===== src/rtl/fetch_unit_pkg.sv =====
// Shared front-end definitions for the fetch stage.
//   XLEN           : instruction and PC width
//   FETCH_RESET_PC : default first fetch address after reset
//   fetch_state_t  : fetch FSM state encoding (2 bits)
package fetch_unit_pkg;

    localparam int XLEN = 32;

    localparam logic [XLEN-1:0] FETCH_RESET_PC = 32'h1c00_0000;

    // IDLE : one-cycle pause after reset
    // REQ  : presenting (or about to present) a request to the ICache
    // WAIT : one request outstanding, its packet is wanted
    // DROP : one request outstanding, its packet belongs to a dead path
    typedef enum logic [1:0] {
        ST_IDLE = 2'd0,
        ST_REQ  = 2'd1,
        ST_WAIT = 2'd2,
        ST_DROP = 2'd3
    } fetch_state_t;

endpackage


===== src/rtl/fetch_pc_gen.sv =====
// Fetch PC generator: holds the fetch pc and chooses its next value.
// Ports:
//   clk, rst      : clock, synchronous active-high reset (pc <= RESET_PC)
//   load_redirect : load redirect_pc (highest priority after reset)
//   redirect_pc   : new fetch pc on a redirect
//   advance       : a packet was consumed; step pc by +8 (aligned) or +4
//   pc            : current fetch pc
//   pc_plus4      : pc + 4, the address of the second slot
//   fetch_addr    : 8-byte aligned ICache request address
//   aligned       : pc sits at the start of an 8-byte packet
module fetch_pc_gen
    import fetch_unit_pkg::*;
#(
    parameter logic [XLEN-1:0] RESET_PC = FETCH_RESET_PC
) (
    input  logic            clk,
    input  logic            rst,
    input  logic            load_redirect,
    input  logic [XLEN-1:0] redirect_pc,
    input  logic            advance,
    output logic [XLEN-1:0] pc,
    output logic [XLEN-1:0] pc_plus4,
    output logic [XLEN-1:0] fetch_addr,
    output logic            aligned
);

    // Alignment decode: an aligned pc consumes both words of the packet,
    // an unaligned pc (pc[2]=1) only the upper word.
    always_comb begin
        aligned    = ~pc[2];
        pc_plus4   = pc + 32'd4;
        fetch_addr = {pc[XLEN-1:3], 3'b000};
    end

    // Next-pc mux. Arithmetic wraps modulo 2^32 by construction.
    always_ff @(posedge clk) begin
        if (rst) begin
            pc <= RESET_PC;
        end else if (load_redirect) begin
            pc <= redirect_pc;
        end else if (advance) begin
            pc <= aligned ? (pc + 32'd8) : pc_plus4;
        end
    end

endmodule


===== src/rtl/fetch_unit.sv =====
// Instruction fetch unit: issues one 8-byte ICache request at a time and
// delivers up to two instructions per packet to the instruction buffer.
// Ports:
//   clk, rst                  : clock, synchronous active-high reset
//   redirect_en, redirect_pc  : branch/exception redirect to a new pc
//   buf_ready                 : buffer can take two more instructions
//   icache_req_valid/addr     : request to the ICache (addr 8-byte aligned)
//   icache_req_ready          : ICache accepts the request
//   icache_resp_valid/word0/1 : returned packet, word0 at addr, word1 at addr+4
//   inst_1_o, pc_1_o          : first delivered instruction and its pc
//   inst_2_o, pc_2_o          : second delivered instruction and its pc
//   is_inst1_valid/2_valid    : single-cycle write enables into the buffer
module fetch_unit
    import fetch_unit_pkg::*;
#(
    parameter logic [XLEN-1:0] RESET_PC = FETCH_RESET_PC
) (
    input  logic            clk,
    input  logic            rst,
    input  logic            redirect_en,
    input  logic [XLEN-1:0] redirect_pc,
    input  logic            buf_ready,
    output logic            icache_req_valid,
    output logic [XLEN-1:0] icache_req_addr,
    input  logic            icache_req_ready,
    input  logic            icache_resp_valid,
    input  logic [XLEN-1:0] icache_resp_word0,
    input  logic [XLEN-1:0] icache_resp_word1,
    output logic [XLEN-1:0] inst_1_o,
    output logic [XLEN-1:0] inst_2_o,
    output logic [XLEN-1:0] pc_1_o,
    output logic [XLEN-1:0] pc_2_o,
    output logic            is_inst1_valid,
    output logic            is_inst2_valid
);

    fetch_state_t    state_q;
    fetch_state_t    state_d;
    logic            req_shown_q;
    logic [XLEN-1:0] pc;
    logic [XLEN-1:0] pc_plus4;
    logic [XLEN-1:0] fetch_addr;
    logic            aligned;
    logic            handshake;
    logic            resp_accept;

    fetch_pc_gen #(
        .RESET_PC(RESET_PC)
    ) u_pc_gen (
        .clk          (clk),
        .rst          (rst),
        .load_redirect(redirect_en),
        .redirect_pc  (redirect_pc),
        .advance      (resp_accept),
        .pc           (pc),
        .pc_plus4     (pc_plus4),
        .fetch_addr   (fetch_addr),
        .aligned      (aligned)
    );

    // Request side. buf_ready only gates the start of a request; once the
    // request has been shown it is held until the ICache takes it, so the
    // ICache never sees valid drop without a handshake. A packet is used only
    // in WAIT and only when no redirect arrives in the same cycle.
    always_comb begin
        icache_req_valid = !rst && (state_q == ST_REQ) && (buf_ready || req_shown_q);
        icache_req_addr  = fetch_addr;
        handshake        = icache_req_valid && icache_req_ready;
        resp_accept      = (state_q == ST_WAIT) && icache_resp_valid && !redirect_en;
    end

    // Next-state logic. Redirect beats a response everywhere. A redirect in
    // DROP that meets the awaited response consumes that response and goes
    // to REQ; staying in DROP there would wait for a packet that never comes.
    always_comb begin
        state_d = state_q;
        case (state_q)
            ST_IDLE: state_d = ST_REQ;
            ST_REQ: begin
                if (handshake) begin
                    state_d = redirect_en ? ST_DROP : ST_WAIT;
                end
            end
            ST_WAIT: begin
                if (redirect_en) begin
                    state_d = icache_resp_valid ? ST_REQ : ST_DROP;
                end else if (icache_resp_valid) begin
                    state_d = ST_REQ;
                end
            end
            ST_DROP: begin
                if (icache_resp_valid) begin
                    state_d = ST_REQ;
                end
            end
            default: state_d = ST_IDLE;
        endcase
    end

    // State register plus the "request already shown" flag used to keep the
    // request stable while the ICache stalls. A redirect abandons the shown
    // request, so the flag is dropped with it.
    always_ff @(posedge clk) begin
        if (rst) begin
            state_q     <= ST_IDLE;
            req_shown_q <= 1'b0;
        end else begin
            state_q <= state_d;
            if (redirect_en || handshake) begin
                req_shown_q <= 1'b0;
            end else if (icache_req_valid) begin
                req_shown_q <= 1'b1;
            end
        end
    end

    // Output registers: a used packet shows up one cycle later as a one-cycle
    // pulse; every other cycle the slots drive all zeros.
    always_ff @(posedge clk) begin
        if (rst || !resp_accept) begin
            is_inst1_valid <= 1'b0;
            is_inst2_valid <= 1'b0;
            inst_1_o       <= '0;
            inst_2_o       <= '0;
            pc_1_o         <= '0;
            pc_2_o         <= '0;
        end else begin
            is_inst1_valid <= 1'b1;
            is_inst2_valid <= aligned;
            inst_1_o       <= aligned ? icache_resp_word0 : icache_resp_word1;
            inst_2_o       <= aligned ? icache_resp_word1 : '0;
            pc_1_o         <= pc;
            pc_2_o         <= aligned ? pc_plus4 : '0;
        end
    end

endmodule


===== config.mk =====
export PLATFORM = sky130hd
export DESIGN_NAME = fetch_unit
export DESIGN_NICKNAME = d
export VERILOG_FILES = /design/src/rtl/fetch_unit_pkg.sv /design/src/rtl/fetch_pc_gen.sv /design/src/rtl/fetch_unit.sv
export SDC_FILE = /design/constraint.sdc
export NUM_CORES = 1
export LEC_CHECK = 0
export ABC_AREA = 0
export CAP_MARGIN = 0
export CORE_ASPECT_RATIO = 0.9
export CORE_UTILIZATION = 40
export DETAILED_ROUTE_END_ITERATION = 6
export DONT_BUFFER_PORTS = 1
export GPL_TIMING_DRIVEN = 0
export SLEW_MARGIN = 20
export SYNTH_ARGS = -nofsm -noshare
export SYNTH_HDL_FRONTEND = slang
export SYNTH_HIERARCHICAL = 1
export SYNTH_SLANG_ARGS = --single-unit

===== constraint.sdc =====
create_clock -name clk -period 4.1 [get_ports clk]
set_input_delay 1.23 -clock clk [delete_from_list [all_inputs] [get_ports clk]]
set_output_delay 1.23 -clock clk [all_outputs]
set_load 0.05 [all_outputs]

==> out/qor.txt, run 1 <==
Final Hold Vio Count - 0
Most used flip-flop cell after synthesis - dfxtp_1
Pre-CTS setup slack - 325 ps
EDFF count, synth - 0
Post-DP Area - 7700 um^2
Area Growth Syn to Fin - 12.1%
Design area - 8270 um^2
Full die area - 19000 um^2
Post-synthesis async set-or-reset flop share - 0
Detailed-route vias per instance - 5.37
Synthesis-stage register bit count - 165
Cell internal pwr - 2.57 mW
Hold Path Class - reg2reg
Outcome - completed
PnR worst setup slack - 369 ps
Final setup viols - 0
Die Span Y - 131 um
CTS tree - built
Drt wl/cell - 21.4 um
CP required - 2870 ps
Sink Count - 165
Power Density - 435 nW/um^2
CTS Hold Buffers Added - 0
Setup TNS - 0 ps
GP Congestion - 0.877
Setup Fix Bufs, Post-CTS - 0
Setup crit end kind - output pin
Post-Layout Cell Count - 1012
Root Driver - clkbuf_16
WP data arrival - 2500 ps
DRT iter0 DRCs - 267
Yosys cell types - 56
Cell taking the most area after synthesis - dfxtp_1
Via count - 5436
Max-slew headroom - 0.367
Post-synthesis sequential area ratio - 0.448
Cell count after placement - 980
Hpwl dp - 16.3 mm
Synth top area cells - dfxtp_1, nor3_2, mux2i_1
Period utilisation layout - 0.910
Width of the die - 145 um
Initial core utilization - 0.413
Crit-path cells - buf_2, clkbuf_1, nor4b_4
Switching pwr - 1.03 mW
Num CTS Buffers - 17
Count of input and output buffers - 0
Net count, final - 865
Clk buf depth - 2
Antenna viol nets, final - 0
GRT overflow - 0
Top Family by Delay on Critical Path - simple AND/OR/NAND/NOR gates
Maxcap violations - 0
Worst-path maximum fanout - 10
Share of cells above drive strength 1 - 0.259
Post_cts resized - 0
Post-route DRC violation count - 0
Top achievable clock speed - 268 MHz
Mapped Area - 7370 um^2
Critical Path Start Type - input pin
Io pins - 265
Post-Synthesis Cells - 738
Final hold slack - 490 ps
P_leak - 3.10 nW
Initial antenna violation count - 1
Clock power share - 0.437
Placeable Area - 17800 um^2
Yosys warning total - 6
VDD IR-drop max - 0.242 mV
Pins Over Slew Limit - 0
Fin crit period - 3730 ps
Sw Share - 0.287
Buf+Inv Stages, Crit Path - 2
Sequential fraction of design power - 0.484
Diode count - 0
First-pass GRT wire length - 33.0 mm
Clock Skews - 7.21 ps
FP Rows - 46
R2R setup slack - 910 ps
Worst-Skew Late Latency - 430 ps
Final wirelength - 21.7 mm
H-Tree Depth - 4
Yosys top cell area share - 0.448
GRT Total Usage - 0.230
Comb power frac - 0.079
Largest net degree at the start of global routing - 18
Tightest Pin Transition - 943 ps
Synthesized area per cell - 9.99 um^2
Vias in the first global route - 5529
CP max stage cell - nor4b_4
RSZ-0062 raised after global routing - no
CP Class - in2out
Crit path largest cell delay - 780 ps
Drt pass-1 iters - 5
CTS clk-pin slew, worst paths - 70 ps
-- area by class of cell --
| cell class | instances | area, um^2 |
|---|---|---|
| Fill cell | 1728 | 9570 |
| Multi-Input combinational cell | 463 | 3430 |
| Sequential cell | 165 | 3300 |
| Buffer | 97 | 603 |
| Clock buffer | 18 | 439 |
| Tap cell | 240 | 300 |
| Clock inverter | 14 | 134 |
| Inverter | 15 | 56.3 |
-- cells in the final DEF (no fill, tap or decap), types with 11 or more instances in the layout --
| cell type | instances |
|---|---|
| dfxtp_1 | 165 |
| nor3_2 | 84 |
| nand2_1 | 79 |
| nor2_1 | 39 |
| buf_4 | 37 |
| mux2i_1 | 37 |
| clkbuf_1 | 29 |
| nor3b_1 | 29 |
| xor2_1 | 27 |
| xnor2_1 | 24 |
| nand3_1 | 20 |
| buf_2 | 19 |
| clkbuf_16 | 17 |
| inv_1 | 14 |
| a211oi_1 | 14 |
| nor3_1 | 11 |
-- cells in the mapped netlist, drive strengths merged, types with 2 or more instances --
| master | count |
|---|---|
| nand4bb | 2 |
| o211ai | 3 |
| dfxtp | 165 |
| ha | 4 |
| and2 | 2 |
| o2111ai | 2 |
| xnor2 | 24 |
| nand2 | 79 |
| xor2 | 27 |
| nor4bb | 6 |
| nor3b | 33 |
| nand3 | 20 |
| nor3 | 95 |
| a211oi | 14 |
| clkbuf | 30 |
| o21ai | 3 |
| nor2 | 39 |
| inv | 14 |
| nand4 | 12 |
| nor4b | 9 |
| a2111oi | 2 |
| o21a | 6 |
| and3 | 3 |
| a31oi | 2 |
| a21oi | 10 |
| a311o | 2 |
| buf | 67 |
| and4 | 4 |
| nand2b | 2 |
| mux2i | 37 |
| nor4 | 6 |
-- power groups by stage --
stage	registers [mW]	clock network [mW]	logic, mW
after detailed placement	1.78	0	0.285
after global routing	1.75	1.67	0.313
after floorplan	1.76	0	0.226
after CTS	1.74	1.61	0.287
after global placement	1.78	0	0.277
final	1.74	1.57	0.286
-- per-stage QoR --
step | total power, mW | utilization
finish | 3.60 | 0.464
CTS | 3.63 | 0.464
global placement | 2.05 | 0.431
global route | 3.73 | 0.464
floorplan | 1.99 | -
detailed placement | 2.06 | 0.431
-- state kept, by name, summed over array words and instances (netlist names) --
name,flops
req_shown_q,1
inst_2_o,32
state_q,2
pc_2_o,32
pc_1_o,32
inst_1_o,32
is_inst1_valid,1
u_pc_gen/pc,32
is_inst2_valid,1
-- worst paths after layout --
kind,to,depth (start not counted),startpoint
min,pc_1_o[0]$_SDFF_PN0_,1,u_pc_gen/pc[0]$_SDFFE_PP0P_
min reg2reg,pc_1_o[0]$_SDFF_PN0_,1,u_pc_gen/pc[0]$_SDFFE_PP0P_
max,icache_req_valid,3,rst
max reg2reg,pc_2_o[14]$_SDFF_PP0_,7,u_pc_gen/pc[3]$_SDFFE_PP0N_
-- routing by layer --
| layer | share of wire | vias to the layer above | GRT usage |
|---|---|---|---|
| li1 | - | 2543 | - |
| met1 | 0.40 | 2611 | 0.262 |
| met2 | 0.50 | 248 | 0.408 |
| met3 | 0.072 | 34 | 0.0681 |
| met4 | 0.022 | 0 | 0.0941 |
| met5 | 0 | - | 0 |
-- cell families (layout without fill, tap and decap cells) --
family | count (synthesis) | after routing | share of synthesized area
flip-flops | 165 | 165 | 0.448
AO/OA/AOI/OAI | 50 | 50 | 0.0507
XOR/XNOR | 51 | 51 | 0.0606
AND/OR/NAND/NOR | 318 | 318 | 0.294
multiplexers | 37 | 37 | 0.0502
other | 1 | 3 | 0.000509
adder cells (fa/ha/maj) | 4 | 4 | 0.00679
buffers and inverters | 112 | 144 | 0.0894
No activity file was read; power rests on OpenSTA's default activity.
==> run 2, diff against run 1 <==
--- a/config.mk
+++ b/config.mk
@@ -8,10 +8,11 @@
 export ABC_AREA = 0
 export CAP_MARGIN = 0
 export CORE_ASPECT_RATIO = 0.9
-export CORE_UTILIZATION = 40
+export CORE_UTILIZATION = 68
 export DETAILED_ROUTE_END_ITERATION = 6
 export DONT_BUFFER_PORTS = 1
 export GPL_TIMING_DRIVEN = 0
+export PLACE_DENSITY = 0.84
 export SLEW_MARGIN = 20
 export SYNTH_ARGS = -nofsm -noshare
 export SYNTH_HDL_FRONTEND = slang
==> run 2 against run 1 <==
Net effect:
- the run now ends with design-rule violations left
- total power is 0.94% lower
- global-route usage grew 11 points
- register-to-register slack improved by 200 ps
- cell area down 1.7%
- sequential power about the same
- final cell count shrank 11%
- routed wire length decreased by 11%
- fmax rose by 0.20%
- critical endpoint unchanged
==> out/qor.txt, run 2 (same netlist as run 1, synthesis figures left out) <==
Post_cts resized - 0 (unchanged)
CTS clk-pin slew, worst paths - 60 ps (about the same)
Pre-CTS setup slack - 374 ps (+48.6 ps)
GRT Total Usage - 0.341 (+0.111)
Drt pass-1 iters - 7 (+2)
Initial antenna violation count - 0 (-1)
Largest net degree at the start of global routing - 17 (-1)
Cell count after placement - 869 (-11%)
Critical Path Start Type - input pin
Root Driver - clkbuf_16
CP required - 2870 ps (about the same)
Setup Fix Bufs, Post-CTS - 0 (unchanged)
Top achievable clock speed - 269 MHz (+0.20%)
Final wirelength - 19.3 mm (-11%)
Post-layout util - 0.784 (+0.320)
Worst Setup SP - rst
Post-Layout Cell Count - 900 (-11%)
Design area - 8130 um^2 (-1.7%)
Die Span Y - 101 um (-23%)
Fin crit period - 3720 ps (-7.54 ps)
Final setup viols - 0 (unchanged)
VDD IR-drop max - 0.320 mV (+32%)
Detailed-route vias per instance - 6.20 (+15%)
Initial core utilization - 0.711 (+0.297)
Worst r2r src - u_pc_gen/pc[3]$_SDFFE_PP0N_
GP Congestion - 0.905 (+3.2%)
Final Hold Vio Count - 0 (unchanged)
Pins Over Slew Limit - 0 (unchanged)
Hpwl dp - 14.1 mm (-13%)
Width of the die - 112 um (-23%)
Post-DP Area - 7560 um^2 (-1.8%)
Num CTS Buffers - 17 (unchanged)
Post-route DRC violation count - 18 (+18)
Clock Skews - 10.0 ps (+2.80 ps)
Power Density - 438 nW/um^2 (+0.74%)
Hold Path Class - reg2reg
P_leak - 3.10 nW (about the same)
Vias in the first global route - 5498 (-0.56%)
WP data arrival - 2490 ps (about the same)
Io pins - 265 (unchanged)
Most frequent cells in the layout - dfxtp_1, nor3_2, nand2_1, nor2_1
Diode count - 0 (unchanged)
Share of cells above drive strength 1 - 0.257 (-0.00226)
Via count - 5579 (+2.6%)
Count of input and output buffers - 0 (unchanged)
Overall power - 3.56 mW (-0.94%)
Maxcap violations - 0 (unchanged)
Setup crit end kind - output pin
DRT iter0 DRCs - 481 (+80%)
Tightest Pin Transition - 833 ps (-110 ps)
CP Class - in2out
Worst-path maximum fanout - 10 (unchanged)
Outcome - finished, violations left
Antenna viol nets, final - 0 (unchanged)
Placeable Area - 10400 um^2 (-42%)
First-pass GRT wire length - 29.5 mm (-11%)
Violated checks - design-rule violations
Period utilisation layout - 0.908 (-0.00184)
Hold path start - u_pc_gen/pc[1]$_SDFFE_PP0P_
Setup TNS - 0 ps (unchanged)
Drt wl/cell - 21.4 um (about the same)
Sink Count - 165 (unchanged)
PnR worst setup slack - 376 ps (+7.54 ps)
H-Tree Depth - 4 (unchanged)
CTS Hold Buffers Added - 0 (unchanged)
Area Growth Syn to Fin - 10.3%
Most common cell after layout, fill and taps aside - dfxtp_1
FP Rows - 35 (-24%)
GRT overflow - 0 (unchanged)
Worst-Skew Late Latency - 420 ps (about the same)
CTS tree - built
RSZ-0062 raised after global routing - no
Full die area - 11300 um^2 (-41%)
Final hold slack - 497 ps (+6.93 ps)
Filler cell count - 697 (-60%)
Max-slew headroom - 0.442 (+0.0756)
Clk buf depth - 2 (unchanged)
Net count, final - 865 (unchanged)
run 2: changes by cell type in the layout (fill, tap and decap cells not counted), sizes merged:
cell    delta
bufinv     +1
inv        -6
clkbuf     +2
clkinv     +2
run 2: final cells by class:
cell class,count,area [um^2],area share
tap,129,161,0.0198
clock inverter,11,118,0.0145
clock buffer,20,457,0.0562
inverter,15,56.3,0.00692
buffer,97,603,0.0742
multi-input combinational,463,3430,0.422
sequential,165,3300,0.406
run 2: power by group:
group | switching [mW] | internal, mW
clock | 0.660 | 0.881
sequential | 0.117 | 1.63
combinational | 0.166 | 0.114
total | 0.943 | 2.62
run 2: path summary, 6_finish.rpt:
path         depth (start not counted)  slack, ps                     to
max                                  3        380       icache_req_valid
min                                  1        500   pc_1_o[1]$_SDFF_PN0_
max reg2reg                          8       1110  pc_2_o[26]$_SDFF_PP0_
min reg2reg                          1        500   pc_1_o[1]$_SDFF_PN0_
run 2: per-layer routing:
layer  track usage  up-vias  wire length (um)
met5             0        -                 0
met4         0.173        0               890
met3         0.111       70              1800
met2         0.610      332              9610
met1         0.363     2637              6980
li1              -     2540                 -
run 2: critical path: stages:
cell and delay, ps:
buf_2 160, clkbuf_1 290, nor4b_4 810
==> run 3, diff against run 2 <==
--- a/config.mk
+++ b/config.mk
@@ -8,11 +8,12 @@
 export ABC_AREA = 0
 export CAP_MARGIN = 0
 export CORE_ASPECT_RATIO = 0.9
-export CORE_UTILIZATION = 68
+export CORE_MARGIN = 10
+export CORE_UTILIZATION = 63
 export DETAILED_ROUTE_END_ITERATION = 6
 export DONT_BUFFER_PORTS = 1
 export GPL_TIMING_DRIVEN = 0
-export PLACE_DENSITY = 0.84
+export PLACE_DENSITY = 0.81
 export SLEW_MARGIN = 20
 export SYNTH_ARGS = -nofsm -noshare
 export SYNTH_HDL_FRONTEND = slang
==> constraint.sdc (replaced) <==
create_clock -name clk -period 3.9 [get_ports clk]
set_input_delay 1.17 -clock clk [delete_from_list [all_inputs] [get_ports clk]]
set_output_delay 1.17 -clock clk [all_outputs]
set_load 0.05 [all_outputs]
==> run 3 against run 2 <==
Net effect:
- total power increased by 4.6%
- via count decreased by 0.93%
- the flow now finishes without violations
- clock skew decreased by 3.9 ps
- sequential share of layout area decreased by 0.14 points
- clock power increased by 4%
- register-to-register slack got worse by 250 ps
- utilization decreased by 7.0 points
==> out/qor.txt, run 3 (same netlist as run 1, synthesis figures left out) <==
Final Hold Vio Count - 0 (unchanged)
Sink Count - 165 (unchanged)
H-Tree Depth - 4 (unchanged)
Count of input and output buffers - 0 (unchanged)
Top achievable clock speed - 275 MHz
Final setup viols - 0 (unchanged)
Io pins - 265 (unchanged)
VDD IR-drop max - 0.331 mV (+3.3%)
Detailed-route vias per instance - 5.97 (-3.7%)
CTS tree - built
Vias in the first global route - 5563 (+1.2%)
Met3 wire length - 2.27 mm (+26%)
GRT Total Usage - 0.256 (-0.0852)
Full die area - 16400 um^2 (+46%)
Pre-CTS setup slack - 227 ps (-147 ps)
Filler cell count - 893 (+28%)
Tightest Pin Transition - 844 ps (+11.3 ps)
Post-route DRC violation count - 0 (-18)
CTS clk-pin slew, worst paths - 60 ps (about the same)
Post_cts resized - 0 (unchanged)
Num CTS Buffers - 17 (unchanged)
Clk buf depth - 2 (unchanged)
Initial core utilization - 0.645 (-0.0656)
Cell count after placement - 896 (+3.1%)
Final wirelength - 21.9 mm (+13%)
Clock Skews - 6.15 ps (-3.85 ps)
Net count, final - 865 (unchanged)
P_leak - 3.09 nW (-0.30%)
Share of cells above drive strength 1 - 0.257 (+0.000334)
CP required - 2730 ps (-140 ps)
GRT overflow - 0 (unchanged)
Power Density - 457 nW/um^2 (+4.2%)
Diode count - 0 (unchanged)
FP Rows - 37 (+5.7%)
Drt wl/cell - 23.6 um (+10%)
Area Growth Syn to Fin - 10.7%
Met2 Wirelength - 11.0 mm (+15%)
Outcome - completed
Die Span Y - 123 um (+22%)
Critical Path Start Type - input pin
WP data arrival - 2460 ps (-30 ps)
Setup TNS - 0 ps (unchanged)
PnR worst setup slack - 266 ps (-110 ps)
Width of the die - 134 um (+20%)
First-pass GRT wire length - 33.0 mm (+12%)
Post-Layout Cell Count - 926 (+2.9%)
Largest net degree at the start of global routing - 17 (unchanged)
Most common cell after layout, fill and taps aside - dfxtp_1
Most frequent cells in the layout - dfxtp_1, nor3_2, nand2_1, nor2_1
Worst-path maximum fanout - 10 (unchanged)
Setup crit end kind - output pin
Setup Fix Bufs, Post-CTS - 0 (unchanged)
Highest layer used for signal routing - met4
Drt pass-1 iters - 5 (-2)
Via count - 5527 (-0.93%)
GP Congestion - 0.901 (-0.51%)
Overall power - 3.73 mW (+4.6%)
Root Driver - clkbuf_16
Hold Path Class - reg2reg
Placeable Area - 11400 um^2 (+10%)
Initial antenna violation count - 0 (unchanged)
Antenna viol nets, final - 0 (unchanged)
RSZ-0062 raised after global routing - no
Worst-Skew Late Latency - 420 ps (about the same)
DRT iter0 DRCs - 541 (+12%)
Post-layout util - 0.714 (-0.0699)
Period utilisation layout - 0.932
Hpwl dp - 16.9 mm (+20%)
Wl on met1 - 7.92 mm (+13%)
CP Class - in2out
CTS Hold Buffers Added - 0 (unchanged)
Max-slew headroom - 0.435 (-0.00754)
Maxcap violations - 0 (unchanged)
Pins Over Slew Limit - 0 (unchanged)
Fin crit period - 3630 ps
-- run 3: cell types whose count changed in the layout (fill, tap and decap cells not counted) --
cell        before  now
clkinv_2         1    3
clkinvlp_4       1    4
clkinv_4         3    0
inv_6            3    0
clkbuf_1        30   29
clkbuf_8         2    5
inv_8            2    0
-- run 3: layer usage --
layer,vias to the layer above,global-route usage
met4,0,0.101
met2,320,0.450
met5,-,0
met3,52,0.0976
li1,2533,-
met1,2622,0.274
-- run 3: cell type report --
| type | count | area, um^2 | area share |
|---|---|---|---|
| clock buffer | 22 | 494 | 0.0606 |
| sequential | 165 | 3300 | 0.405 |
| multi-input combinational | 463 | 3430 | 0.421 |
| tap | 156 | 195 | 0.0239 |
| inverter | 15 | 56.3 | 0.00690 |
| clock inverter | 8 | 75.1 | 0.00920 |
| buffer | 97 | 603 | 0.0739 |
-- run 3: final timing paths --
kind / from / endpoint / slack [ps] / cells after the start
max: rst / icache_req_valid / 270 / 3
min: u_pc_gen/pc[1]$_SDFFE_PP0P_ / pc_1_o[1]$_SDFF_PN0_ / 500 / 1
max reg2reg: u_pc_gen/pc[3]$_SDFFE_PP0N_ / pc_2_o[26]$_SDFF_PP0_ / 860 / 8
min reg2reg: u_pc_gen/pc[1]$_SDFFE_PP0P_ / pc_1_o[1]$_SDFF_PN0_ / 500 / 1
-- run 3: metrics by stage --
stage               hold WS [ps]  instance area, um^2
finish                       497                 8160
floorplan                    454                 7390
CTS                          499                 8160
detailed placement           487                 7590
global placement             461                 7580
global route                 521                 8160
-- run 3: critical path, stage by stage --
cell and delay (ps):
buf_2 160, clkbuf_1 300, nor4b_4 830
-- run 3: power breakdown --
group / switching [mW] / total [mW] / internal (mW)
combinational: 0.175 / 0.295 / 0.120
clock: 0.647 / 1.60 / 0.952
sequential: 0.123 / 1.83 / 1.71
total: 0.945 / 3.73 / 2.78
